$ cat config.mk
export PLATFORM = sky130hd
export DESIGN_NAME = zbt_point_write_seq
export DESIGN_NICKNAME = d
export VERILOG_FILES = /design/src/rtl/zbt_point_write_seq.sv
export SDC_FILE = /design/constraint.sdc
export NUM_CORES = 1
export LEC_CHECK = 0
export ABC_CLOCK_PERIOD_IN_PS = 10260
export CORE_ASPECT_RATIO = 1.4
export CORE_MARGIN = 2
export CORE_UTILIZATION = 30
export CTS_CLUSTER_DIAMETER = 150
export DETAILED_ROUTE_END_ITERATION = 7
export GPL_TIMING_DRIVEN = 0
export PLACE_DENSITY = 0.54
export SYNTH_ARGS = -nofsm -noshare
export SYNTH_HDL_FRONTEND = slang
export SYNTH_SLANG_ARGS = --single-unit
$ cat constraint.sdc
create_clock -name clk -period 10.26 [get_ports clk]
set_clock_uncertainty 0.1 [all_clocks]
set_input_delay 1.539 -clock clk [delete_from_list [all_inputs] [get_ports clk]]
set_output_delay 1.539 -clock clk [all_outputs]
set_load 0.005 [all_outputs]
$ cat src/rtl/zbt_point_write_seq.sv
// Walks a table of packed (x, y, color) point words and writes each in-range
// point's colour into ZBT frame memory, arbitrating via a per-cycle req/grant.
module zbt_point_write_seq #(
  parameter int NUM_ENTRIES = 8,
  parameter int IDX_WIDTH   = 3,
  parameter int ADDR_WIDTH  = 19,
  parameter int H_PIXELS    = 640,
  parameter int V_PIXELS    = 480,
  parameter int BASE_ADDR   = 0
) (
  input  logic                  clk,
  input  logic                  reset_n,
  input  logic                  start,
  output logic [IDX_WIDTH-1:0]  index,
  input  logic [35:0]           value,
  output logic                  zbt_req,
  input  logic                  zbt_grant,
  output logic [ADDR_WIDTH-1:0] mem_addr,
  output logic [35:0]           mem_data,
  output logic                  mem_we,
  output logic                  busy,
  output logic                  done,
  output logic [IDX_WIDTH:0]    write_count,
  output logic [IDX_WIDTH:0]    skip_count
);

  localparam int CNT_W  = IDX_WIDTH + 1;
  localparam int FULL_W = 32;
  localparam logic [IDX_WIDTH-1:0] LAST_IDX = IDX_WIDTH'(NUM_ENTRIES - 1);

  typedef enum logic [2:0] {
    S_IDLE,
    S_LOAD,
    S_CHECK,
    S_WRITE,
    S_DONE
  } state_t;

  state_t                 state_q, state_d;
  logic [IDX_WIDTH-1:0]   index_q, index_d;
  logic [9:0]             x_q, x_d;
  logic [9:0]             y_q, y_d;
  logic [9:0]             color_q, color_d;
  logic                   req_q, req_d;
  logic [ADDR_WIDTH-1:0]  addr_q, addr_d;
  logic [9:0]             wcolor_q, wcolor_d;
  logic [CNT_W-1:0]       wcnt_q, wcnt_d;
  logic [CNT_W-1:0]       scnt_q, scnt_d;

  logic [FULL_W-1:0]      addr_full;
  logic                   out_of_range;
  logic                   last_entry;
  logic                   value_pad_unused;
  logic                   addr_hi_unused;

  // Pixel address is formed at 32 bits and only then cut to the bus width.
  assign addr_full    = FULL_W'(BASE_ADDR)
                      + FULL_W'(y_q) * FULL_W'(H_PIXELS)
                      + FULL_W'(x_q);
  assign out_of_range = (FULL_W'(x_q) >= FULL_W'(H_PIXELS)) ||
                        (FULL_W'(y_q) >= FULL_W'(V_PIXELS));
  assign last_entry   = (index_q == LAST_IDX);

  assign value_pad_unused = ^value[35:30];
  assign addr_hi_unused   = ^addr_full[FULL_W-1:ADDR_WIDTH];

  always_comb begin
    state_d  = state_q;
    index_d  = index_q;
    x_d      = x_q;
    y_d      = y_q;
    color_d  = color_q;
    req_d    = req_q;
    addr_d   = addr_q;
    wcolor_d = wcolor_q;
    wcnt_d   = wcnt_q;
    scnt_d   = scnt_q;

    case (state_q)
      S_IDLE: begin
        if (start) begin
          wcnt_d  = '0;
          scnt_d  = '0;
          index_d = '0;
          state_d = S_LOAD;
        end
      end

      S_LOAD: begin
        x_d     = value[29:20];
        y_d     = value[19:10];
        color_d = value[9:0];
        state_d = S_CHECK;
      end

      S_CHECK: begin
        if (out_of_range) begin
          scnt_d = scnt_q + CNT_W'(1);
          if (last_entry) begin
            state_d = S_DONE;
          end else begin
            index_d = index_q + IDX_WIDTH'(1);
            state_d = S_LOAD;
          end
        end else begin
          addr_d   = addr_full[ADDR_WIDTH-1:0];
          wcolor_d = color_q;
          req_d    = 1'b1;
          state_d  = S_WRITE;
        end
      end

      // Request, address and data stay put until the arbiter grants.
      S_WRITE: begin
        if (zbt_grant) begin
          req_d  = 1'b0;
          wcnt_d = wcnt_q + CNT_W'(1);
          if (last_entry) begin
            state_d = S_DONE;
          end else begin
            index_d = index_q + IDX_WIDTH'(1);
            state_d = S_LOAD;
          end
        end
      end

      S_DONE: begin
        state_d = S_IDLE;
      end

      default: begin
        state_d = S_IDLE;
        req_d   = 1'b0;
      end
    endcase
  end

  always_ff @(posedge clk) begin
    if (!reset_n) begin
      state_q  <= S_IDLE;
      index_q  <= '0;
      req_q    <= 1'b0;
      addr_q   <= '0;
      wcolor_q <= '0;
      wcnt_q   <= '0;
      scnt_q   <= '0;
    end else begin
      state_q  <= state_d;
      index_q  <= index_d;
      req_q    <= req_d;
      addr_q   <= addr_d;
      wcolor_q <= wcolor_d;
      wcnt_q   <= wcnt_d;
      scnt_q   <= scnt_d;
    end
  end

  // Point fields are reloaded in LOAD before every use, so they need no reset.
  always_ff @(posedge clk) begin
    x_q     <= x_d;
    y_q     <= y_d;
    color_q <= color_d;
  end

  assign index       = index_q;
  assign zbt_req     = req_q;
  assign mem_addr    = addr_q;
  assign mem_data    = {26'b0, wcolor_q};
  assign mem_we      = req_q & zbt_grant;
  assign busy        = (state_q != S_IDLE);
  assign done        = (state_q == S_DONE);
  assign write_count = wcnt_q;
  assign skip_count  = scnt_q;

endmodule

## Word-level counts from Yosys, hierarchy flattened

Index checks and enable logic that the tools add are counted.

- Register bits after elaboration: 74
- Latch bits: 0
- Memory bits (writable): 0
- ROM bits: 0
- Input port bits: 40
- Output and inout port bits: 70
- Logic and storage cells: 60
- Memories kept: 0

- Add/subtract/negate cells: 4
- Multipliers: 1
- Divide/modulo/power cells: 0
- Magnitude comparators: 2
- Eq/ne operators: 9
- Shift-type cells: 0
- Mux-type cells: 18
- Bitwise operators: 3
- Reductions and logical operators: 13

Operators with widths:

| cell | count |
|---|---|
| $mux 3 | 8 |
| $add 19x10->19 | 1 |
| $pmux 4 s2 | 2 |
| $mul 10x3->12 const B | 1 |
| $mux 4 | 3 |
| $pmux 3 s4 | 1 |
| $ge 10x10->1 const B | 1 |
| $ge 10x9->1 const B | 1 |
| $pmux 3 s3 | 1 |
| $reduce_and 3->1 | 3 |
| $add 4x1->4 const B | 2 |
| $ne 2x2->1 const B | 4 |
| $eq 3x2->1 const B | 2 |
| $eq 3x3->1 const B | 2 |
| $reduce_bool 3->1 | 2 |
| $reduce_and 2->1 | 2 |
| $reduce_and 4->1 | 1 |
| $reduce_bool 2->1 | 2 |
| $add 3x1->3 const B | 1 |
| $eq 3x1->1 const B | 1 |
| $logic_not 3->1 | 1 |
| $pmux 1 s3 | 1 |
| $reduce_or 3->1 | 1 |
| $mux 1 | 2 |
| 3 further kinds | 4 |

## Depth between registers and ports, before layout

Gate-level depths: netlist of the first run.

- Depth after elaboration: 4
- Depth in mapped cells: 9
- Mapped depth without buffers: 9

## Least setup slack after synthesis of the first run

OpenSTA, ideal clock, no wires.

- Path type: register to register
- Start point: register state_q[1]
- End point: register color_q[0], enable pin
- Data arrival time: 2.937 ns
- Slack: 6.762 ns
- Cell stages (with the launch flop): 4
- Path buffers: 2
- Period minus slack after synthesis: 3.498 ns
- Path through: dfxtp_1 > clkbuf_1 > clkbuf_1 > nor3b_1

- Cells in the longest elaborated chain, start to end: 1

RTL lines:

| what | line | source |
|---|---|---|
| start, declared | 39 | `state_t state_q, state_d;` |
| start signal, assigned | 148 | `state_q <= state_d;` |
| $eq 3x1->1 | 79 | `case (state_q)` |
| end signal, assigned | 162 | `color_q <= color_d;` |
| end, declared | 43 | `logic [9:0] color_q, color_d;` |

No other way between the ends.
A chain may end at the register's enable or synchronous reset.

## Final worst setup path of the first run

- Start point: input port zbt_grant
- End point: output port mem_we

- Cells in the longest elaborated chain, start to end: 1

RTL lines:

| what | line | source |
|---|---|---|
| start, declared | 17 | `input logic zbt_grant,` |
| $and 1x1->1 | 169 | `assign mem_we = req_q & zbt_grant;` |
| end, declared | 20 | `output logic mem_we,` |

No other way between the ends.

==> metrics.yaml, run 1 <==
status:
  status: "finished clean"
run:
  drv_cap: 0
route:
  drc: 0
  dr.pass1.iters: 4
  num_vias: 2880
  drtIter0Drc: 81
  wl_um: 8120
  ant_nets: 0
  wl_per_cell_um: 12.9
  viasPerCell: 4.57
sta:
  relSlewSlack_pct: 58.2
  tightest_slew_ns: 0.624
  period_minus_slack_ns: 4.41
  hold_viol_final: 0
  setup_viol: 0
  fmax_ghz: 0.227
  fin_ws_ns: 5.85
  maxSlewViolCount: 0
  rsz0062_at_grt: "false"
  period_share_pct: 43.0
  timing.setup.tns_ns: 0
logic_synthesis:
  ys_seq_area_share_pct: 49.2
  ys_warn_count: 0
  yosysUniqueCellTypes: 52
  synth_edf_count: 30
  synthFlopType: "dfxtp_1"
  synth_largest_area_cell: "edfxtp_1"
  synth.area.top_cells: "edfxtp_1 25%, dfxtp_1 24%, ha_1 8.0%"
  syn_area_mm2: 0.00362
  yosys.area.top_type_share_pct: 24.9
  synth_area_per_cell_um2: 9.97
  async_reset_ff_share_pct: 0
  syn_inst: 363
  synth-seq-cells: 74
power:
  power.total_uw: 849
  powerDensity_mw_per_mm2: 170
  leakage_uw: 0.00190
  irDropWorstVdd_mv: 0.0972
floorplanning:
  pin_count: 110
  die_h_um: 134
  die_w_um: 96.8
  rows: 47
  core_area_mm2: 0.0118
  start_util_pct: 30.6
  die_area_mm2: 0.0130
worst_hold_path:
  hold_path.startpoint: "wcolor_q[6]$_SDFFE_PN0P_"
  worst_hold_path_type: "reg -> reg"
  min_to: "wcolor_q[6]$_SDFFE_PN0P_"
  hold_depth: 2
clock_tree:
  cts_buffers: 9
  clk_pin_slew_ns: 0.06
  clk_latency_ns: 0.33
  cts.repair.resized: 0
  cts_max_path_buffers: 2
  clock_sinks: 74
  root_buffer: "clkbuf_16"
  h-tree-depth: 3
  cts_tree: "done"
  post-cts-setup-buffers: 0
  cts_hold_buffers: 0
placement:
  dpl_cell_area_mm2: 0.00470
  place_hpwl_um: 6210
  place_congestion: 0.792
  portBuffers: 77
  dp_slack_ns: 5.82
global_route:
  antenna_found_initial: 0
  grt_pass1_vias: 2743
  gr-total-overflow: 0
  grt_pass1_wl_um: 13200
  grt_max_degree: 16
  track_usage_pct: 12.8
layout:
  finalCoreUtilization_pct: 42.3
  antenna_cells: 0
  drive_gt1_share_pct: 11.4
  nets: 543
  stdcell_area_mm2: 0.00500
  synthToLayoutAreaGrowth_pct: 38.2
critical_path:
  slowest_delay_ns: 0.59
  r2r_slack_ns: 7.25
  cp-start-kind: "input pin"
  crit_type: "in -> out"
  reg2reg_to: "mem_addr[16]$_SDFFE_PN0P_"
  endpoint_kind: "primary output"
  reg2reg_depth: 9
  cp_cell_sequence: "clkdlybuf4s50_1 -> and2_1 -> clkdlybuf4s50_1"
  cp.arrival_ns: 2.78
  critPathRequiredTime_ns: 8.62
  crit_top_cell: "clkdlybuf4s50_1"
  rr_startpoint: "y_q[1]$_DFFE_PN_"
  worst_path_max_delay_cell: "clkdlybuf4s50_1"
  crit_start: "zbt_grant"
  cp_max_fo: 6
power breakdown:
group	leakage [µW]	switching, µW	internal [µW]	total [µW]
combinational	0.00112	100	85.5	186
clock	0.000145	134	193	326
sequential	0.000635	8.86	328	337
total	0.00190	243	606	849
flip-flops by register name, summed over array words and instances, names as in the netlist:
register,cells
color_q,10
state_q,3
x_q,10
zbt_req,1
mem_addr,19
y_q,10
wcolor_q,10
index,3
skip_count,4
write_count,4
kinds of logic (layout without fill, tap and decap cells):
kind of cell,Yosys count,after routing,share of synthesized area (%)
AOI/OAI and AO/OA,76,76,13.1
xor gates and xnor gates,14,14,3.39
adders and majority gates,25,25,9.06
buffers and inverters,47,142,7.78
DFF,74,74,49.2
muxes,1,1,0.311
other,1,26,0.104
and+or+nand+nor,125,125,17.0
critical path, delay by kind of cell:
family | cells | cell delay, ns
simple gates | 1 | 0.16
buf+inv | 2 | 1.08
worst max path at each step:
stage	to	cells past startpoint
after floorplan	color_q[0]$_DFFE_PN_	3
after global placement	y_q[8]$_DFFE_PN_	3
after detailed placement	mem_we	3
after CTS	mem_we	3
after global routing	mem_we	3
final	mem_we	3
metal layers:
metal / global-route usage, % / vias to the layer above / wire (µm) / share of wire, %
met3: 3.28 / 20 / 487 / 6.0
met4: 7.67 / 0 / 272 / 3.3
met5: 0 / - / 0 / 0
met2: 21.5 / 88 / 3870 / 48
met1: 14.5 / 1299 / 3490 / 43
li1: - / 1473 / - / -
per-stage QoR:
stage / std cells / hold WS, ns
6_report: 630 / 0.351
3_3_place_gp: 612 / 0.342
5_1_grt: 630 / 0.367
2_1_floorplan: 388 / 0.348
4_1_cts: 630 / 0.355
3_5_place_dp: 614 / 0.345
cells in the mapped netlist (2+ instances only):
| cell type | n |
|---|---|
| nand2_1 | 52 |
| dfxtp_1 | 44 |
| a21oi_1 | 36 |
| edfxtp_1 | 30 |
| buf_4 | 28 |
| nor2_1 | 26 |
| ha_1 | 23 |
| clkbuf_1 | 10 |
| nor3_1 | 9 |
| xor2_1 | 9 |
| o21ai_0 | 8 |
| a211oi_1 | 7 |
| inv_1 | 7 |
| nand3_1 | 7 |
| nand4_1 | 5 |
| xnor2_1 | 5 |
| and2_1 | 4 |
| nand2b_1 | 4 |
| nor2b_1 | 4 |
| a21o_1 | 3 |
| a31oi_1 | 3 |
| nor3b_1 | 3 |
| a211oi_2 | 2 |
| a22oi_1 | 2 |
| fa_1 | 2 |
| nand4b_1 | 2 |
| o211ai_1 | 2 |
| o21ai_1 | 2 |
layout by cell type (no fill, tap or decap), drive strengths merged, types with 3 or more instances in the layout:
cell type / count
clkdlybuf4s50: 77
nand2: 52
dfxtp: 44
a21oi: 36
buf: 31
edfxtp: 30
nor2: 26
conb: 26
ha: 23
clkbuf: 19
inv: 11
nor3: 10
o21ai: 10
xor2: 9
a211oi: 9
nand3: 7
nand4: 5
xnor2: 5
and2: 4
nor2b: 4
nand2b: 4
a21o: 3
a31oi: 3
nor3b: 3
layout make-up:
class                      instances  area [µm²]
inverter                           8        30.0
multi-input combinational        267        1660
tap                              147         184
clock inverter                     7        82.6
clock buffer                       9         225
buffer                            39         251
fill                            1156        6820
sequential                        74        1780
timing repair buffer              79         793
Note: power is estimated with default switching activity, not from simulation.
==> run 2, diff against run 1 <==
--- a/config.mk
+++ b/config.mk
@@ -5,7 +5,7 @@
 export SDC_FILE = /design/constraint.sdc
 export NUM_CORES = 1
 export LEC_CHECK = 0
-export ABC_CLOCK_PERIOD_IN_PS = 10260
+export ABC_CLOCK_PERIOD_IN_PS = 4400
 export CORE_ASPECT_RATIO = 1.4
 export CORE_MARGIN = 2
 export CORE_UTILIZATION = 30
==> constraint.sdc (replaced) <==
create_clock -name clk -period 4.4 [get_ports clk]
set_clock_uncertainty 0.1 [all_clocks]
set_input_delay 0.66 -clock clk [delete_from_list [all_inputs] [get_ports clk]]
set_output_delay 0.66 -clock clk [all_outputs]
set_load 0.005 [all_outputs]
==> results of run 2 <==
Same layout as run 1 (identical final DEF). Status: finished clean.
Main changes from that run: setup slack after placement 5.82 ns -> 1.40 ns; setup slack after layout 5.85 ns -> 1.39 ns; start point of the critical path zbt_grant -> y_q[1]$_DFFE_PN_; end point of the critical path mem_we -> mem_addr[16]$_SDFFE_PN0P_; register-to-register setup slack 7.25 ns -> 1.39 ns; total power 849 µW -> 1980 µW; worst IR drop on VDD 0.0972 mV -> 0.227 mV
==> variant 1, RTL diff (flow settings as in run 2) <==
The parameter `IDX_WIDTH` goes from 3 to 5.
--- a/src/rtl/zbt_point_write_seq.sv
+++ b/src/rtl/zbt_point_write_seq.sv
@@ -4,3 +4,3 @@
   parameter int NUM_ENTRIES = 8,
-  parameter int IDX_WIDTH   = 3,
+  parameter int IDX_WIDTH   = 5,
   parameter int ADDR_WIDTH  = 19,
Interface: changed (resized index, skip_count and write_count); port bits go from 110 to 116. No check against the original RTL was run, so the function may have changed too.
==> variant 1 against run 2 <==
- routed wire length is 11% higher
- worst setup slack worse by 0.095 ns
- power is 1.7% higher
- sequential cell count up 6
- final area up 7.5%
- core utilization is 0.56 points lower
- final cell count is 7.6% higher
- synthesized cell count rose by 11%
- synthesized area up 9.2%
- non-clock buffer count is 5 higher
- largest power group unchanged
- highest routed layer unchanged
==> variant 1: results (changes against run 2) <==
[place]
portBuffers=82  ; was 77
placed_area_mm2=0.00507  ; was 0.00470 mm²
dp_hpwl_um=6870  ; was 6210 µm
gp_congestion=0.775  ; was 0.792

[power_and_ir_drop]
leakage_uw=0.00205  ; was 0.00190 µW
p_int_uw=1450  ; was 1410 µW
vdd_drop_max_uv=191  ; was 227 µV

[global_route]
grt_start_max_net_pins=31  ; was 16
grt_pass1_wl_um=14400  ; was 13,200 µm
grt_use_total_pct=13.2  ; was 12.8%
grt_pass1_vias=3000  ; was 2,743

[layout]
fillers=1267  ; was 1,156
antennaDiodeCount=0  ; unchanged
drive_gt1_share_pct=11.2  ; was 11.4%
largest_register_ffs=19  ; unchanged
nets=584  ; was 543

[yosys]
yosysSeqAreaShare_pct=48.1  ; was 49.2%
synth_area_leaders=dfxtp_1 (25%), edfxtp_1 (23%), ha_1 (7.0%), nand2_1 (5.5%), buf_4 (5.1%)  ; was edfxtp_1 (25%), dfxtp_1 (24%), ha_1 (8.0%), buf_4 (5.8%), nand2_1 (5.4%)
postSynth.asyncResetShare_pct=0  ; unchanged
netlist_top_cells_count=nand2_1 (58), dfxtp_1 (50), a21oi_1 (37), nor2_1 (37), edfxtp_1 (30)  ; was nand2_1 (52), dfxtp_1 (44), a21oi_1 (36)
synth_cell_type_count=58  ; was 52

[run_status]
status=complete, no violations  ; unchanged

[detailed_routing]
firstDrtPassIters=4  ; unchanged
via_count=3193  ; was 2,880
first_iter_violations=109  ; was 81
wire_per_inst_um=13.3  ; was 12.9 µm

[timing]
worst_slew_pin_slew_ns=0.908  ; was 0.624 ns

[critical_path]
critPathArrivalTime_ns=3.23  ; was 3.18 ns
crit_slowest_cell=edfxtp_1  ; was or4b_4
cp_slowest_stage_delay_ns=0.43  ; was 0.53 ns

[clock_network]
cts_made_buffers=9  ; unchanged
cts.clk_slew.worst_paths_ns=0.07

## variant 1: cell count changes in the layout (fill, tap and decap cells not counted), sizes merged, moves of 4 or more
cell,change
clkdlybuf4s50,+5
dfxtp,+6
or3,+4
nand2,+6
xor2,+4
nor3,-7
nor2,+11
and3,+4
## variant 1: kinds of logic (layout without fill, tap and decap cells)
group           Yosys count  count (layout)  share of synthesized area [%]
buf+inv                  50             148                           7.38
flops                    80              80                           48.1
xor+xnor                 19              19                           4.21
mux                       2               2                          0.538
fa+ha+maj                24              24                           7.98
simple gates            141             141                           17.3
compound gates           85              85                           14.3
other cells               1              26                         0.0949
## variant 1: through the flow
step	total power, µW	util, %	std cells	worst slack (ns)
CTS	2040	41.8	678	1.29
detailed placement	1250	39.3	662	1.33
finish	2010	41.8	678	1.29
floorplan	1120	-	427	1.61
global placement	1240	39.3	662	1.20
global route	2120	41.8	678	1.12
## variant 1: layout make-up
cell class	instances	area [µm²]	share of cell area (%)
sequential	80	1900	35.4
multi-input combinational	297	1860	34.6
timing repair buffer	82	821	15.3
buffer	41	258	4.79
clock buffer	9	225	4.19
tap	153	191	3.56
clock inverter	7	86.3	1.61
inverter	9	33.8	0.628
## variant 1: power groups by stage
stage          Clock, µW  Combinational, µW  Sequential [µW]
6_report             784                393              837
4_1_cts              808                398              837
3_3_place_gp           0                390              854
2_1_floorplan          0                276              849
5_1_grt              832                443              842
3_5_place_dp           0                396              854
## variant 1: worst min-delay path, delay by kind of cell, from the launching register on
family	cells	cell delay (ns)
compound gates	1	0.05
simple gates	1	0.05
flops	1	0.31
## variant 1: path summary, 6_finish.rpt
kind / start / end / slack [ns]
setup reg to reg: y_q[1] / mem_addr[18] / 1.29
setup / recovery: y_q[1] / mem_addr[18] / 1.29
hold / removal: wcolor_q[9] / wcolor_q[9] / 0.36
hold reg to reg: wcolor_q[9] / wcolor_q[9] / 0.36
## variant 1: layer usage
layer | routed length, µm | global-route usage [%] | up-vias | part of all wire (%)
met5 | 0 | 0 | - | 0
met4 | 224 | 6.54 | 0 | 2.5
met3 | 566 | 3.21 | 13 | 6.3
met2 | 4440 | 22.7 | 92 | 49
met1 | 3790 | 14.9 | 1476 | 42
li1 | - | - | 1612 | -
==> variant 2, RTL diff (flow settings as in run 2) <==
Made on the original files. Register the output `write_count` once more, cleared by the reset; this adds one clock of latency there. The other outputs are not delayed to match.
--- a/src/rtl/zbt_point_write_seq.sv
+++ b/src/rtl/zbt_point_write_seq.sv
@@ -171,3 +171,9 @@
   assign done        = (state_q == S_DONE);
-  assign write_count = wcnt_q;
+  always_ff @(posedge clk) begin
+    if (!reset_n) begin
+      write_count <= '0;
+    end else begin
+      write_count <= wcnt_q;
+    end
+  end
   assign skip_count  = scnt_q;
Behaviour: not the same (a bounded check fails within 10 cycles, from zero or initial values and one cycle with reset_n low).
==> variant 2 against run 2 <==
- final area rose by 3.3%
- critical path type unchanged
- power down 6.9%
- first-iteration DRC count grew 37%
- critical path depth is the same
- die area increased by 4.3%
- synthesized cell count increased by 2.2%
- count of clock-buffer cells in the layout is the same
- global-route usage rose by 0.60 points
- via count up 2.8%
- largest power group unchanged
- routed wire length grew 7.8%
- final cell count grew 1.7%
- sequential cell count rose by 4
- worst setup slack lost 0.052 ns
- synthesized area increased by 4.5%
==> variant 2: results (changes against run 2) <==
[run_status]
status=complete, no violations  ; unchanged

[clock_network]
cts_made_buffers=9  ; unchanged
cts_root_buf=clkbuf_16  ; unchanged
clk_path_buf_depth=2  ; unchanged
cts_setup_buffers=0  ; unchanged
clk_latency_ns=0.33  ; about the same
cts_max_level=3  ; unchanged

[place]
portBuffers=76  ; was 77
dp_slack_ns=1.39  ; was 1.40 ns
dp_hpwl_um=6750  ; was 6210 µm
gp_congestion=0.778  ; was 0.792

[detailed_routing]
first_iter_violations=111  ; was 81
firstDrtPassIters=4  ; unchanged
drt-vias-per-instance=4.62  ; was 4.57
wire_per_inst_um=13.7  ; was 12.9 µm

[global_route]
grt_use_total_pct=13.4  ; was 12.8%
grt_pass1_wl_um=14000  ; was 13,200 µm
grt.met1_usage_pct=14.9  ; was 14.5%
grtUsageMet3_pct=3.63  ; was 3.28%
use_met2_pct=23.5  ; was 21.5%
antenna_found_initial=0  ; unchanged
grt_pass1_vias=2870  ; was 2,743
grt_start_max_net_pins=16  ; unchanged

[layout]
nets=551  ; was 543
largest_register_ffs=19  ; unchanged
drive_gt1_share_pct=13.0  ; was 11.4%

[yosys]
synth_area_leaders=dfxtp_1 (25%), edfxtp_1 (24%), ha_1 (7.6%), buf_4 (5.6%), nand2_1 (5.1%)  ; was edfxtp_1 (25%), dfxtp_1 (24%), ha_1 (8.0%), buf_4 (5.8%), nand2_1 (5.4%)
synth_enable_flop_cells=30  ; unchanged
netlist_top_cells_count=nand2_1 (51), dfxtp_1 (48), a21oi_1 (34)  ; was nand2_1 (52), dfxtp_1 (44), a21oi_1 (36)
muxShareOfSynthArea_pct=0.794  ; was 0.311%
yosysSeqAreaShare_pct=49.2  ; about the same
ys_warn_count=0  ; unchanged
synth_cell_type_count=53  ; was 52
synth_adder_area_share_pct=8.67  ; was 9.06%
synth_compound_area_share_pct=13.3  ; was 13.1%
synth_xor_area_share_pct=2.78  ; was 3.39%
postSynth.asyncResetShare_pct=0  ; unchanged

[timing]
worst_slew_pin_slew_ns=0.592  ; was 0.624 ns

[critical_path]
critPathArrivalTime_ns=3.19  ; was 3.18 ns
crit_slowest_cell=fa_1  ; was or4b_4
cp_max_fo=4  ; was 3
cp_slowest_stage_delay_ns=0.48  ; was 0.53 ns

[power_and_ir_drop]
leakage_uw=0.00197  ; was 0.00190 µW
vdd_drop_max_uv=221  ; was 227 µV

[worst_hold_path]
hp-class=register to register  ; unchanged

variant 2: cell types whose count changed in the layout (fill, tap and decap cells not counted), sizes merged, moves of 3 or more:
| cell | change |
|---|---|
| nand3 | +4 |
| nor3 | -6 |
| nand2b | +4 |
| dfxtp | +4 |
| mux2i | +3 |
variant 2: where the power goes:
part / internal (µW) / switching (µW) / total, µW
clock network: 447 / 312 / 759
logic: 139 / 152 / 291
registers: 778 / 14.0 / 793
variant 2: final cells by class:
type | instances | area, µm²
fillers | 1212 | 7140
flip-flops and latches | 78 | 1860
multi-input cells | 272 | 1740
repair buffers | 79 | 795
plain buffers | 39 | 254
clock buffers | 9 | 225
well taps | 150 | 188
clock inverters | 7 | 78.8
inverters | 7 | 26.3
variant 2: routing by layer:
layer,share of wire [%],wire length [µm]
met5,0,0
met4,2.5,218
met3,6.1,537
met2,51,4440
met1,41,3560
variant 2: worst paths after layout:
check	cells after the start	slack, ns	startpoint	endpoint
worst max register to register	9	1.34	y_q[1]	mem_addr[18]
worst min-delay path	2	0.35	mem_addr[2]	mem_addr[2]
worst min register to register	2	0.35	mem_addr[2]	mem_addr[2]
worst max-delay path	9	1.34	y_q[1]	mem_addr[18]
variant 2: worst register-to-register path, cell delays in order (launching register included):
cell and delay (ns):
edfxtp_1 0.44, ha_1 0.32, ha_1 0.25, fa_1 0.48, a211oi_2 0.37, o21ai_0 0.19
a22oi_1 0.36, nand4_1 0.19, mux2i_1 0.19, nand2_1 0.06
variant 2: through the flow:
step | setup TNS, ns | hold slack (ns) | instance area (µm²) | instances
4_1_cts | 0 | 0.356 | 5170 | 641
5_1_grt | 0 | 0.370 | 5170 | 641
6_report | 0 | 0.353 | 5170 | 641
3_5_place_dp | 0 | 0.347 | 4860 | 625
2_1_floorplan | 0 | 0.348 | 3880 | 396
3_3_place_gp | -15.53 | 0.342 | 4820 | 622
variant 2: kinds of logic after synthesis:
kind of cell,count (synthesis)
multiplexers,3
buffers and inverters,46
flip-flops,78
AO/OA/AOI/OAI,76
XOR/XNOR,12
adder cells (fa/ha/maj),25
AND/OR/NAND/NOR,130
other,1
